--- src/rtl/piano_key_reader_pkg.sv ---
// -----------------------------------------------------------------------------
// piano_key_reader_pkg
// Shared definitions for the piano key reader: the key-event byte layout, the
// field offsets of the CPU read word, default parameters and the event
// encoder used by the push arbiter.
// -----------------------------------------------------------------------------
package piano_key_reader_pkg;

  localparam int NUM_KEYS                = 8;

  // Key-event byte layout: [7] press(1)/release(0), [6:3] zero, [2:0] key index.
  localparam int PRESS_BIT               = 7;
  localparam int KEY_IDX_MSB             = 2;

  // CPU read word layout: [7:0] head event, [11:8] count, [12] overflow.
  localparam int COUNT_LSB               = 8;
  localparam int COUNT_W                 = 4;
  localparam int OVF_BIT                 = 12;

  localparam int DEFAULT_DEBOUNCE_CYCLES = 20000;
  localparam int DEFAULT_FIFO_DEPTH      = 8;

  typedef logic [7:0] key_event_t;

  function automatic key_event_t encode_event(input logic [KEY_IDX_MSB:0] key_idx,
                                              input logic                 pressed);
    key_event_t ev;
    ev                 = '0;
    ev[PRESS_BIT]      = pressed;
    ev[KEY_IDX_MSB:0]  = key_idx;
    return ev;
  endfunction

endpackage

--- src/rtl/piano_key_reader_key_debouncer.sv ---
// -----------------------------------------------------------------------------
// key_debouncer
// One piano key: 2-flop synchronizer followed by a stability counter. The
// stable level flips only after the synchronized input has differed from it
// for DEBOUNCE_CYCLES consecutive cycles.
//
// Ports:
//   clk        in   clock
//   rst        in   asynchronous active-high reset (key treated as released)
//   key_raw    in   raw asynchronous key level, 1 = pressed
//   key_stable out  debounced key level
//   key_change out  high for the cycle in which key_stable is about to flip
// -----------------------------------------------------------------------------
module key_debouncer
  import piano_key_reader_pkg::*;
#(
  parameter int DEBOUNCE_CYCLES = DEFAULT_DEBOUNCE_CYCLES
) (
  input  logic clk,
  input  logic rst,
  input  logic key_raw,
  output logic key_stable,
  output logic key_change
);

  localparam int               CNT_W    = (DEBOUNCE_CYCLES > 1) ? $clog2(DEBOUNCE_CYCLES) : 1;
  localparam logic [CNT_W-1:0] CNT_LAST = CNT_W'(DEBOUNCE_CYCLES - 1);

  logic             sync1_q;
  logic             sync2_q;
  logic             stable_q;
  logic             stable_d;
  logic [CNT_W-1:0] cnt_q;
  logic [CNT_W-1:0] cnt_d;
  logic             flip;

  always_comb begin
    // NOTE: every signal gets a default first so no path leaves one unassigned (no latches).
    cnt_d    = '0;
    stable_d = stable_q;
    flip     = 1'b0;
    if (sync2_q != stable_q) begin
      if (cnt_q == CNT_LAST) begin
        // The counter already holds DEBOUNCE_CYCLES-1 and this cycle still
        // differs: that makes DEBOUNCE_CYCLES consecutive differing samples.
        flip     = 1'b1;
        stable_d = ~stable_q;
      end else begin
        cnt_d = cnt_q + CNT_W'(1);
      end
    end
  end

  always_ff @(posedge clk or posedge rst) begin
    if (rst) begin
      sync1_q  <= 1'b0;
      sync2_q  <= 1'b0;
      cnt_q    <= '0;
      stable_q <= 1'b0;
    end else begin
      // NOTE: non-blocking assignments make the two synchronizer stages a real
      // shift; blocking would collapse them into one flop.
      sync1_q  <= key_raw;
      sync2_q  <= sync1_q;
      cnt_q    <= cnt_d;
      stable_q <= stable_d;
    end
  end

  assign key_stable = stable_q;
  assign key_change = flip;

endmodule

--- src/rtl/piano_key_reader.sv ---
// -----------------------------------------------------------------------------
// piano_key_reader
// Debounces 8 piano keys, turns each accepted press/release into an event byte
// and queues it in a small FIFO that the CPU drains through IO reads.
//
// Ports:
//   iCpuClock          in   the only clock
//   iCpuReset          in   asynchronous active-high reset
//   iFpgaKeys[7:0]     in   raw key buttons, 1 = pressed
//   iDoIORead          in   MemOrIO IO-read strobe
//   iDoPianoRead       in   piano-read chip select
//   oPianoReadData     out  {3'b0, overflow, count[3:0], head event[7:0]}
//   oPianoEventPending out  FIFO non-empty
// -----------------------------------------------------------------------------
module piano_key_reader
  import piano_key_reader_pkg::*;
#(
  parameter int DEBOUNCE_CYCLES = DEFAULT_DEBOUNCE_CYCLES,  // >= 8
  parameter int FIFO_DEPTH      = DEFAULT_FIFO_DEPTH        // power of two, 2..8
) (
  input  logic                iCpuClock,
  input  logic                iCpuReset,
  input  logic [NUM_KEYS-1:0] iFpgaKeys,
  input  logic                iDoIORead,
  input  logic                iDoPianoRead,
  output logic [15:0]         oPianoReadData,
  output logic                oPianoEventPending
);

  localparam int                 PTR_W      = $clog2(FIFO_DEPTH);
  localparam logic [COUNT_W-1:0] FULL_COUNT = COUNT_W'(FIFO_DEPTH);

  logic [NUM_KEYS-1:0] key_stable;
  logic [NUM_KEYS-1:0] key_change;

  key_event_t          fifo_mem_q [FIFO_DEPTH];
  logic [PTR_W-1:0]    wr_ptr_q, wr_ptr_d;
  logic [PTR_W-1:0]    rd_ptr_q, rd_ptr_d;
  logic [COUNT_W-1:0]  count_q, count_d;
  logic                ovf_q, ovf_d;
  logic [NUM_KEYS-1:0] pending_q, pending_d;

  logic                rd_req;
  logic                fifo_empty;
  logic                fifo_full;
  logic                push_valid;
  logic [KEY_IDX_MSB:0] push_idx;
  logic [NUM_KEYS-1:0] push_onehot;
  key_event_t          push_event;
  key_event_t          head_event;
  logic                do_push;
  logic                do_pop;
  logic                drop;

  for (genvar g = 0; g < NUM_KEYS; g++) begin : g_key
    key_debouncer #(
      .DEBOUNCE_CYCLES(DEBOUNCE_CYCLES)
    ) u_debouncer (
      .clk       (iCpuClock),
      .rst       (iCpuReset),
      .key_raw   (iFpgaKeys[g]),
      .key_stable(key_stable[g]),
      .key_change(key_change[g])
    );
  end

  // Lowest-index pending key wins; scanning downward lets the lowest overwrite.
  always_comb begin
    push_valid = 1'b0;
    push_idx   = '0;
    for (int i = NUM_KEYS - 1; i >= 0; i--) begin
      if (pending_q[i]) begin
        push_valid = 1'b1;
        push_idx   = (KEY_IDX_MSB + 1)'(i);
      end
    end
  end

  always_comb begin
    rd_req      = iDoIORead && iDoPianoRead;
    fifo_empty  = (count_q == '0);
    fifo_full   = (count_q == FULL_COUNT);
    push_onehot = push_valid ? (NUM_KEYS'(1) << push_idx) : '0;
    // The key cannot flip again before its event is pushed, so its current
    // stable level is the direction of that event.
    push_event  = encode_event(push_idx, key_stable[push_idx]);

    do_pop      = rd_req && !fifo_empty;
    // When full, a simultaneous pop frees the slot this push needs.
    do_push     = push_valid && (!fifo_full || do_pop);
    drop        = push_valid && fifo_full && !do_pop;

    pending_d   = (pending_q & ~push_onehot) | key_change;
    wr_ptr_d    = do_push ? wr_ptr_q + PTR_W'(1) : wr_ptr_q;
    rd_ptr_d    = do_pop  ? rd_ptr_q + PTR_W'(1) : rd_ptr_q;
    count_d     = count_q + COUNT_W'(do_push) - COUNT_W'(do_pop);

    // Any read clears the sticky flag, even on an empty FIFO.
    if (rd_req) begin
      ovf_d = 1'b0;
    end else if (drop) begin
      ovf_d = 1'b1;
    end else begin
      ovf_d = ovf_q;
    end
  end

  always_ff @(posedge iCpuClock or posedge iCpuReset) begin
    if (iCpuReset) begin
      pending_q <= '0;
      wr_ptr_q  <= '0;
      rd_ptr_q  <= '0;
      count_q   <= '0;
      ovf_q     <= 1'b0;
    end else begin
      pending_q <= pending_d;
      wr_ptr_q  <= wr_ptr_d;
      rd_ptr_q  <= rd_ptr_d;
      count_q   <= count_d;
      ovf_q     <= ovf_d;
    end
  end

  // NOTE: storage is not reset; an entry is only visible after it is written,
  // and the read path masks the head to zero while the FIFO is empty.
  always_ff @(posedge iCpuClock) begin
    if (do_push) begin
      fifo_mem_q[wr_ptr_q] <= push_event;
    end
  end

  always_comb begin
    head_event     = fifo_empty ? '0 : fifo_mem_q[rd_ptr_q];
    oPianoReadData = '0;
    oPianoReadData[7:0]                       = head_event;
    oPianoReadData[COUNT_LSB +: COUNT_W]      = count_q;
    oPianoReadData[OVF_BIT]                   = ovf_q;
    oPianoEventPending                        = !fifo_empty;
  end

endmodule

--- config.mk ---
export PLATFORM = sky130hd
export DESIGN_NAME = piano_key_reader
export DESIGN_NICKNAME = d
export VERILOG_FILES = /design/src/rtl/piano_key_reader_pkg.sv /design/src/rtl/piano_key_reader_key_debouncer.sv /design/src/rtl/piano_key_reader.sv
export SDC_FILE = /design/constraint.sdc
export NUM_CORES = 1
export LEC_CHECK = 0
export CAP_MARGIN = 40
export CELL_PAD_IN_SITES_DETAIL_PLACEMENT = 1
export CELL_PAD_IN_SITES_GLOBAL_PLACEMENT = 2
export CORE_MARGIN = 4
export CORE_UTILIZATION = 45
export DETAILED_ROUTE_END_ITERATION = 10
export PLACE_DENSITY_LB_ADDON = 0.1
export SYNTH_ARGS = -nofsm -noshare
export SYNTH_HDL_FRONTEND = slang
export SYNTH_SLANG_ARGS = --single-unit
--- constraint.sdc ---
create_clock -name iCpuClock -period 7.3 [get_ports iCpuClock]
set_input_delay 0.73 -clock iCpuClock [delete_from_list [all_inputs] [get_ports iCpuClock]]
set_output_delay 0.73 -clock iCpuClock [all_outputs]
set_load 0.1 [all_outputs]
==> results.json, run 1 <==
{
  "worstPathCellList": "mux4_2 -> mux2i_1 -> nor2_1 -> clkdlybuf4s50_1 -> buf_8",
  "final_core_util_pct": 52.1,
  "power_frac_seq_pct": 50.7,
  "num_rows": 50,
  "initial_utilization_pct": 46.1,
  "synth-edff-count": 32,
  "dr.first_iter.drc_count": 157,
  "clock.fmax_mhz": 302,
  "die_area_um2": 21600,
  "routed_via_density": 5.15,
  "place_inst": 1054,
  "netlist.area_leader.share_pct": 47.0,
  "cts_hold_buf": 0,
  "grt_use_total_pct": 16.5,
  "final_cells": 1086,
  "path_clk_slew_ns": 0.07,
  "slowest_stage": "dfrtp_1",
  "wl_um": 16600,
  "drv_cap": 0,
  "swShare_pct": 27.7,
  "drc": 0,
  "power.switching_mw": 0.653,
  "cts_tree": "done",
  "pin_count": 29,
  "drive_gt1_share_pct": 7.99,
  "crit_path_max_incr_delay_ns": 0.72,
  "hold_viol": 0,
  "cp_max_fo": 10,
  "die_x_um": 147,
  "p_per_area_nw_per_um2": 240,
  "arrival_ns": 2.58,
  "postRouteAntennaNets": 0,
  "via_count": 5593,
  "cts_resized": 0,
  "synthDistinctLibCells": 45,
  "antenna_found_initial": 0,
  "grt_pass1_wl_um": 29300,
  "end_kind": "primary output",
  "drtPass1Iterations": 4,
  "synthFlopType": "dfrtp_1",
  "yosysSeqAreaShare_pct": 58.1,
  "crit_buf_inv": 2,
  "synth_seq_cells": 195,
  "wl_per_cell_um": 15.3,
  "rsz0062_at_grt": "false",
  "die_y_um": 147,
  "cts_inserted_buffers": 17,
  "cts-root-buf": "clkbuf_16",
  "synth_area_leader_cell": "dfrtp_1",
  "synthTopCellsByCount": "163 x dfrtp_1, 157 x nor2_1, 67 x xor2_1",
  "stdcell_area_um2": 9810,
  "whs_ns": 0.354,
  "setup_viol": 0,
  "intPower_mw": 1.70,
  "p_leak_nw": 4.24,
  "slew_viol_final": 0,
  "syn-cell-area_um2": 8670,
  "comb_power_share_pct": 14.7,
  "clkLatencyLatePin_ns": 0.42,
  "yosys-top-cells-area": "dfrtp_1 47%, edfxtp_1 11%, nor2_1 6.8%, xor2_1 6.8%, xnor2_1 5.2%",
  "placed_area_um2": 9310,
  "syn_avg_cell_area_um2": 11.2,
  "tightest_slew_ns": 0.768,
  "synth_most_common_cell": "dfrtp_1",
  "place.gp.congestion": 0.737,
  "syn2layout_area_growth_pct": 13.1,
  "clockBufferDepth": 2,
  "num_antenna_cells": 0,
  "clkPwrFrac_pct": 34.7,
  "grt_pass1_vias": 6116,
  "finalCritPeriodShare_pct": 45.3,
  "cts.sinks": 195,
  "slew-limit-headroom_pct": 48.8,
  "critPathRequiredTime_ns": 6.57,
  "worstHoldPathType": "flop to flop",
  "core_um2": 18800,
  "finalCriticalPeriod_ns": 3.31,
  "skew_ns": 0.00737,
  "yosys_warnings": 0,
  "synthArstFlopShare_pct": 83.6,
  "nets": 841,
  "synthCells": 776,
  "critPathTopFamily": "multiplexers",
  "grt_overflow": 0,
  "cts_max_level": 4,
  "post_cts_buffers": 0,
  "status": "finished, final reports clean",
  "grt_max_degree": 86,
  "finalSetupTns_ns": 0,
  "hpwl_um": 12000,
  "crit_type": "flop to primary output",
  "ir_worst_vdd_mv": 0.179,
  "io_buffers": 21,
  "worst_setup_path_start_kind": "flop"
}
-- cell usage in the layout, fill, tap and decap left out, types with 5 or more instances in the layout --
master,Yosys,final
ha_1,15,15
mux2i_1,5,5
xnor2_1,51,51
nand2_1,40,40
nand4_1,32,32
mux4_2,8,8
and3_1,18,18
nand2b_1,13,13
mux2_2,8,8
xor2_1,67,67
nor3_1,26,26
clkinv_2,0,5
o21ai_0,7,7
inv_1,26,25
edfxtp_1,32,32
nand3_1,44,44
dfrtp_1,163,163
buf_8,0,10
conb_1,1,7
clkdlybuf4s50_1,0,21
clkbuf_16,0,17
nor2_1,157,157
nor4b_1,8,8
-- per-layer routing --
metal / track usage (%) / wire, µm / vias up
met2: 28.9 / 8580 / 55
met4: 4.47 / 184 / 0
met5: 0 / 0 / -
met1: 20.8 / 7400 / 2847
li1: - / - / 2678
met3: 3.67 / 437 / 13
-- power groups by stage --
stage	clock [mW]	combinational (mW)	sequential, mW
detailed placement	0	0.348	1.22
finish	0.817	0.345	1.19
global route	0.894	0.375	1.20
global placement	0	0.291	1.21
CTS	0.846	0.353	1.20
floorplan	0	0.184	1.26
-- logic make-up (layout without fill, tap and decap cells) --
family                     count (synthesis)  in the layout  share of synthesized area [%]
adders and majority gates                 16             16                           2.40
DFF                                      195            195                           58.1
muxes                                     24             24                           4.17
and+or+nand+nor                          347            347                           18.7
other                                      1              7                         0.0432
xor gates and xnor gates                 118            118                           11.9
AOI/OAI and AO/OA                         27             27                           2.06
buffers and inverters                     48             92                           2.57
-- flip-flops by register name, summed over array words and instances (netlist names) --
register / count
g_key.u_debouncer.cnt_q: 120
fifo_mem_q: 32
ovf_q: 1
count_q: 4
rd_ptr_q: 3
g_key.u_debouncer.sync2_q: 8
wr_ptr_q: 3
pending_q: 8
g_key.u_debouncer.key_stable: 8
g_key.u_debouncer.sync1_q: 8
-- path summary, 6_finish.rpt --
check                                           endpoint  slack (ns)  cells past startpoint                          from
max                                    oPianoReadData[0]        3.99                      5                   rd_ptr_q[0]
min                         g_key[0].u_debouncer.sync2_q        0.35                      0  g_key[0].u_debouncer.sync1_q
max reg2reg                             fifo_mem_q[3][3]        4.76                      5                  pending_q[0]
min reg2reg                 g_key[0].u_debouncer.sync2_q        0.35                      0  g_key[0].u_debouncer.sync1_q
max in group asynchronous   g_key[4].u_debouncer.sync1_q        5.64                      4                     iCpuReset
min in group asynchronous  g_key[2].u_debouncer.cnt_q[1]        0.81                      2                     iCpuReset
-- final cells by class --
type                    count  area, µm²
inverters                  26        103
clock buffers              21        440
multi-input cells         539       3430
flip-flops and latches    195       5040
well taps                 260        325
fillers                  1990       9020
clock inverters            11       62.6
repair buffers             34        408
-- through the flow --
step | power (mW) | worst slack (ns)
after global routing | 2.47 | 3.81
after CTS | 2.39 | 3.90
after floorplan | 1.45 | 2.17
after global placement | 1.50 | 4.12
final | 2.36 | 3.99
after detailed placement | 1.57 | 4.38
No activity file was read; power rests on OpenSTA's default activity.
==> run 2, diff against run 1 <==
Settings changed: CORE_UTILIZATION 45 to 42.
Clock period 7.3 ns to 3.45 ns, I/O delays scaled along.
==> results.json, run 2 (synthesis results as in run 1) <==
{
  "cts_max_level": 4,
  "clock.fmax_mhz": 394,
  "slew_viol_final": 0,
  "path_clk_slew_ns": 0.07,
  "grt_use_total_pct": 16.2,
  "worst_setup_path_start_kind": "flop",
  "drc": 0,
  "finalCritPeriodShare_pct": 73.6,
  "clockBufferDepth": 2,
  "num_rows": 52,
  "place.gp.congestion": 0.759,
  "grt_overflow": 0,
  "comb_power_share_pct": 13.8,
  "cts_tree": "done",
  "hpwl_um": 12600,
  "routed_via_density": 5.14,
  "intPower_mw": 3.81,
  "finalSetupTns_ns": 0,
  "nets": 836,
  "power.switching_mw": 1.40,
  "die_area_um2": 23000,
  "nFillCells": 2194,
  "pin_count": 29,
  "syn2layout_area_growth_pct": 13.3,
  "worstHoldPathType": "flop to flop",
  "cts-root-buf": "clkbuf_16",
  "post_cts_buffers": 0,
  "cts_resized": 0,
  "via_count": 5607,
  "slew-limit-headroom_pct": 52.3,
  "skew_ns": 0.0107,
  "arrival_ns": 2.20,
  "tightest_slew_ns": 0.715,
  "num_antenna_cells": 0,
  "whs_ns": 0.352,
  "drtPass1Iterations": 6,
  "io_buffers": 21,
  "clkPwrFrac_pct": 37.7,
  "swShare_pct": 26.8,
  "wl_um": 17500,
  "place_inst": 1059,
  "dr.first_iter.drc_count": 163,
  "finalCriticalPeriod_ns": 2.54,
  "ir_worst_vdd_mv": 0.321,
  "drv_cap": 0,
  "setup_viol": 0,
  "end_kind": "primary output",
  "cts.sinks": 195,
  "p_per_area_nw_per_um2": 530,
  "die_y_um": 152,
  "p_total_mw": 5.21,
  "multiInputGateArea_um2": 3430,
  "clkLatencyLatePin_ns": 0.43,
  "final_common_cell": "dfrtp_1",
  "die_x_um": 152,
  "crit_type": "flop to primary output",
  "power_frac_seq_pct": 48.5,
  "final_cells": 1090,
  "rsz0062_at_grt": "false",
  "antenna_found_initial": 0,
  "initial_utilization_pct": 42.7,
  "layout_common_cells": "163 x dfrtp_1, 157 x nor2_1, 67 x xor2_1",
  "largest_reg_flops": 120,
  "regArea_um2": 5040,
  "grt_pass1_wl_um": 29700,
  "regMostFlops": "g_key.u_debouncer.cnt_q",
  "p_leak_nw": 4.26,
  "critPathRequiredTime_ns": 3.11,
  "hold_viol": 0,
  "core_um2": 20300,
  "top_regs": "g_key.u_debouncer.cnt_q x120, fifo_mem_q x32",
  "wl_per_cell_um": 16.1,
  "postRouteAntennaNets": 0,
  "cts_inserted_buffers": 17,
  "grt_pass1_vias": 6148,
  "grt_max_degree": 61,
  "cp_max_fo": 10,
  "cts_hold_buf": 0,
  "status": "finished, final reports clean",
  "drive_gt1_share_pct": 8.54
}
[run 2: changes by cell type in the layout (fill, tap and decap cells not counted)]
cell,change
buf_8,-5
clkbuf_16,+1
clkinv_1,-2
buf_4,+5
inv_6,-1
clkdlybuf4s50_1,-5
clkbuf_1,-3
clkbuf_8,+5
clkinv_2,-2
bufinv_16,+1
[run 2: through the flow]
step	instance area [µm²]	util, %	setup slack, ns
floorplan	8700	-	0.215
global placement	9160	45.1	1.21
detailed placement	9230	45.5	0.983
CTS	9820	48.4	0.822
global route	9820	48.4	0.742
finish	9820	48.4	0.909
[run 2: path summary, 6_finish.rpt]
check	to	slack (ns)	startpoint	depth (start not counted)
hold / removal	g_key[4].u_debouncer.sync2_q	0.35	g_key[4].u_debouncer.sync1_q	0
setup / recovery	oPianoReadData[7]	0.91	rd_ptr_q[0]	4
min in group asynchronous	g_key[7].u_debouncer.cnt_q[9]	0.36	iCpuReset	2
hold reg to reg	g_key[4].u_debouncer.sync2_q	0.35	g_key[4].u_debouncer.sync1_q	0
max in group asynchronous	rd_ptr_q[0]	2.36	iCpuReset	3
setup reg to reg	fifo_mem_q[0][3]	0.95	pending_q[0]	5
[run 2: worst max-delay path, cell delays in order, from the launching register on]
cell     delay [ns]
dfrtp_1        0.70
mux4_2         0.58
mux2i_1        0.18
nor2_1         0.07
buf_4          0.24
[run 2: power groups by stage]
stage / Sequential (mW) / Clock, mW / Combinational (mW)
finish: 2.53 / 1.97 / 0.717
global route: 2.54 / 2.11 / 0.781
detailed placement: 2.57 / 0 / 0.733
global placement: 2.57 / 0 / 0.627
CTS: 2.53 / 2.04 / 0.734
floorplan: 2.68 / 0 / 0.390
[run 2: per-layer routing]
metal / share of wire, % / global-route usage, %
met5: 0 / 0
met4: 0.95 / 4.76
met3: 2.1 / 2.97
met2: 52 / 28.8
met1: 45 / 20.1
[run 2: cell type report]
type,count,area share (%)
sequential,195,51.3
multi-input combinational,539,34.9
clock buffer,24,5.32
tap,270,3.44
timing repair buffer,29,3.26
inverter,26,1.03
clock inverter,7,0.688
==> RTL edit: new RTL, flow settings as in run 1 <==
The package constant `NUM_KEYS` goes from 8 to 16.
--- a/src/rtl/piano_key_reader_pkg.sv
+++ b/src/rtl/piano_key_reader_pkg.sv
@@ -8,3 +8,3 @@
 
-  localparam int NUM_KEYS                = 8;
+  localparam int NUM_KEYS                = 16;
 
Ports: changed (resized iFpgaKeys); port bits go from 29 to 37. The function was not compared with the original's and may differ.
==> RTL edit against run 1 <==
Final area up 79%; worst setup slack got worse by 160 ps; non-clock buffer count rose by 9; total power is 100% higher; highest routed layer unchanged; critical endpoint is now oPianoReadData[2]; sequential cell count up 152; via count increased by 76%; area after synthesis grew 76%; wire length rose by 86%; register-to-register slack worse by 170 ps; cell count up 78%.
==> RTL edit: results (changes against run 1) <==
Logic synthesis
  • Most common library cells after synthesis: 315 x dfrtp_1, 306 x nor2_1, 154 x xor2_1
  • Synth area leaders: dfrtp_1 52%, xor2_1 8.9%, nor2_1 7.5%
  • Post-synth ARST share: 90.8% (+7.2 points)
  • Register area share after synthesis: 58.1% (about the same)
  • Synth unique cells: 47 (+4.4%)

Clocking
  • Clk_lat worst skew: 540 ps (+120 ps)
  • Clk buf depth: 3 (+1)
  • Post-cts sizing count: 0 (unchanged)
  • Clock H-tree levels: 2 (-2)

Status
  • Status: finished, final reports clean

Global route
  • Vias in the first global route: 10,465 (+71%)
  • First-pass GRT wire length: 52,900 um (+80%)
  • Total track usage: 17.3% (+0.78 points)
  • Largest net degree at the start of global routing: 154 (+79%)

Place
  • Pre-CTS WS: 4320 ps (-59.7 ps)
  • DP HPWL: 20,600 um (+73%)

Drt
  • Vias after detailed routing: 9,859 (+76%)
  • DR iter-0 viols: 360 (+130%)
  • Drt total wl: 30,900 um (+86%)

Setup path
  • Reg-to-Reg End: fifo_mem_q[0][3]
  • Critical R2R Launch: count_q[2]
  • Reg2Reg Depth: 8 (+3)

Power and ir drop
  • Worst vdd ir: 230 uV (+28%)
  • P_leak: 7.70 nW (+81%)

Timing
  • Max-slew headroom: 43.3% (-5.5 points)

Min path
  • Worst hold start: g_key[10].u_debouncer.sync1_q
  • Hold Crit Endpoint: g_key[10].u_debouncer.sync2_q

Layout
  • Layout cell share with drive strength beyond 1: 7.39% (-0.60 points)
## RTL edit: cell types whose count changed in the layout (fill, tap and decap cells not counted), moves of 11 or more
cell,run 1,this run
and3_1,18,37
clkbuf_16,17,41
clkbuf_8,0,11
dfrtp_1,163,315
nand2_1,40,92
nand3_1,44,88
nand4_1,32,56
nor2_1,157,306
xnor2_1,51,76
xor2_1,67,154
## RTL edit: per-layer routing
layer  wire, um  GRT usage (%)  up-vias
met4        639           4.39        0
li1           -              -     4789
met3        957           3.07       53
met5          0              0        -
met1      14800           24.1     4921
met2      14500           28.3       96
## RTL edit: metrics by stage
step	cells	area [sq um]
floorplan	1401	15200
global placement	1854	16000
CTS	1937	17600
finish	1937	17600
global route	1937	17600
detailed placement	1864	16200
## RTL edit: power by group through the flow
stage,clock (mW),combinational (mW),sequential (mW)
2_1_floorplan,0,0.337,2.15
4_1_cts,2.07,0.647,2.07
3_3_place_gp,0,0.508,2.10
3_5_place_dp,0,0.643,2.10
6_report,2.01,0.633,2.07
5_1_grt,2.16,0.679,2.08
## RTL edit: worst max-delay path, delay by kind of cell, from the launching register on
| family | cells | cell delay (ps) |
|---|---|---|
| flops | 1 | 720 |
| mux | 2 | 780 |
| buf+inv | 2 | 640 |
| simple gates | 1 | 70 |
## RTL edit: kinds of logic after synthesis
group                    synth area share (%)
XOR/XNOR                                 13.2
other                                  0.0246
flip-flops                               58.1
AND/OR/NAND/NOR                          20.2
AO/OA/AOI/OAI                            1.71
adder cells (fa/ha/maj)                  2.02
multiplexers                             3.10
buffers and inverters                    1.64
## RTL edit: worst max-delay path by stage
stage / start / to / slack, ps / cells after the start
finish: rd_ptr_q[0] / oPianoReadData[2] / 3830 / 5
global route: rd_ptr_q[0] / oPianoReadData[1] / 3640 / 5
CTS: rd_ptr_q[0] / oPianoReadData[1] / 3750 / 5
detailed placement: iDoIORead / fifo_mem_q[0][2] / 4320 / 5
global placement: rd_ptr_q[0] / oPianoReadData[2] / 4110 / 4
floorplan: iCpuReset / count_q[0] / 2370 / 1
## RTL edit: cell type report
type                       count  area, sq um
fill                        3536        15900
sequential                   347         8840
clock inverter                11          116
tap                          448          561
multi-input combinational    996         6150
clock buffer                  62         1210
timing repair buffer          43          558
inverter                      30          116
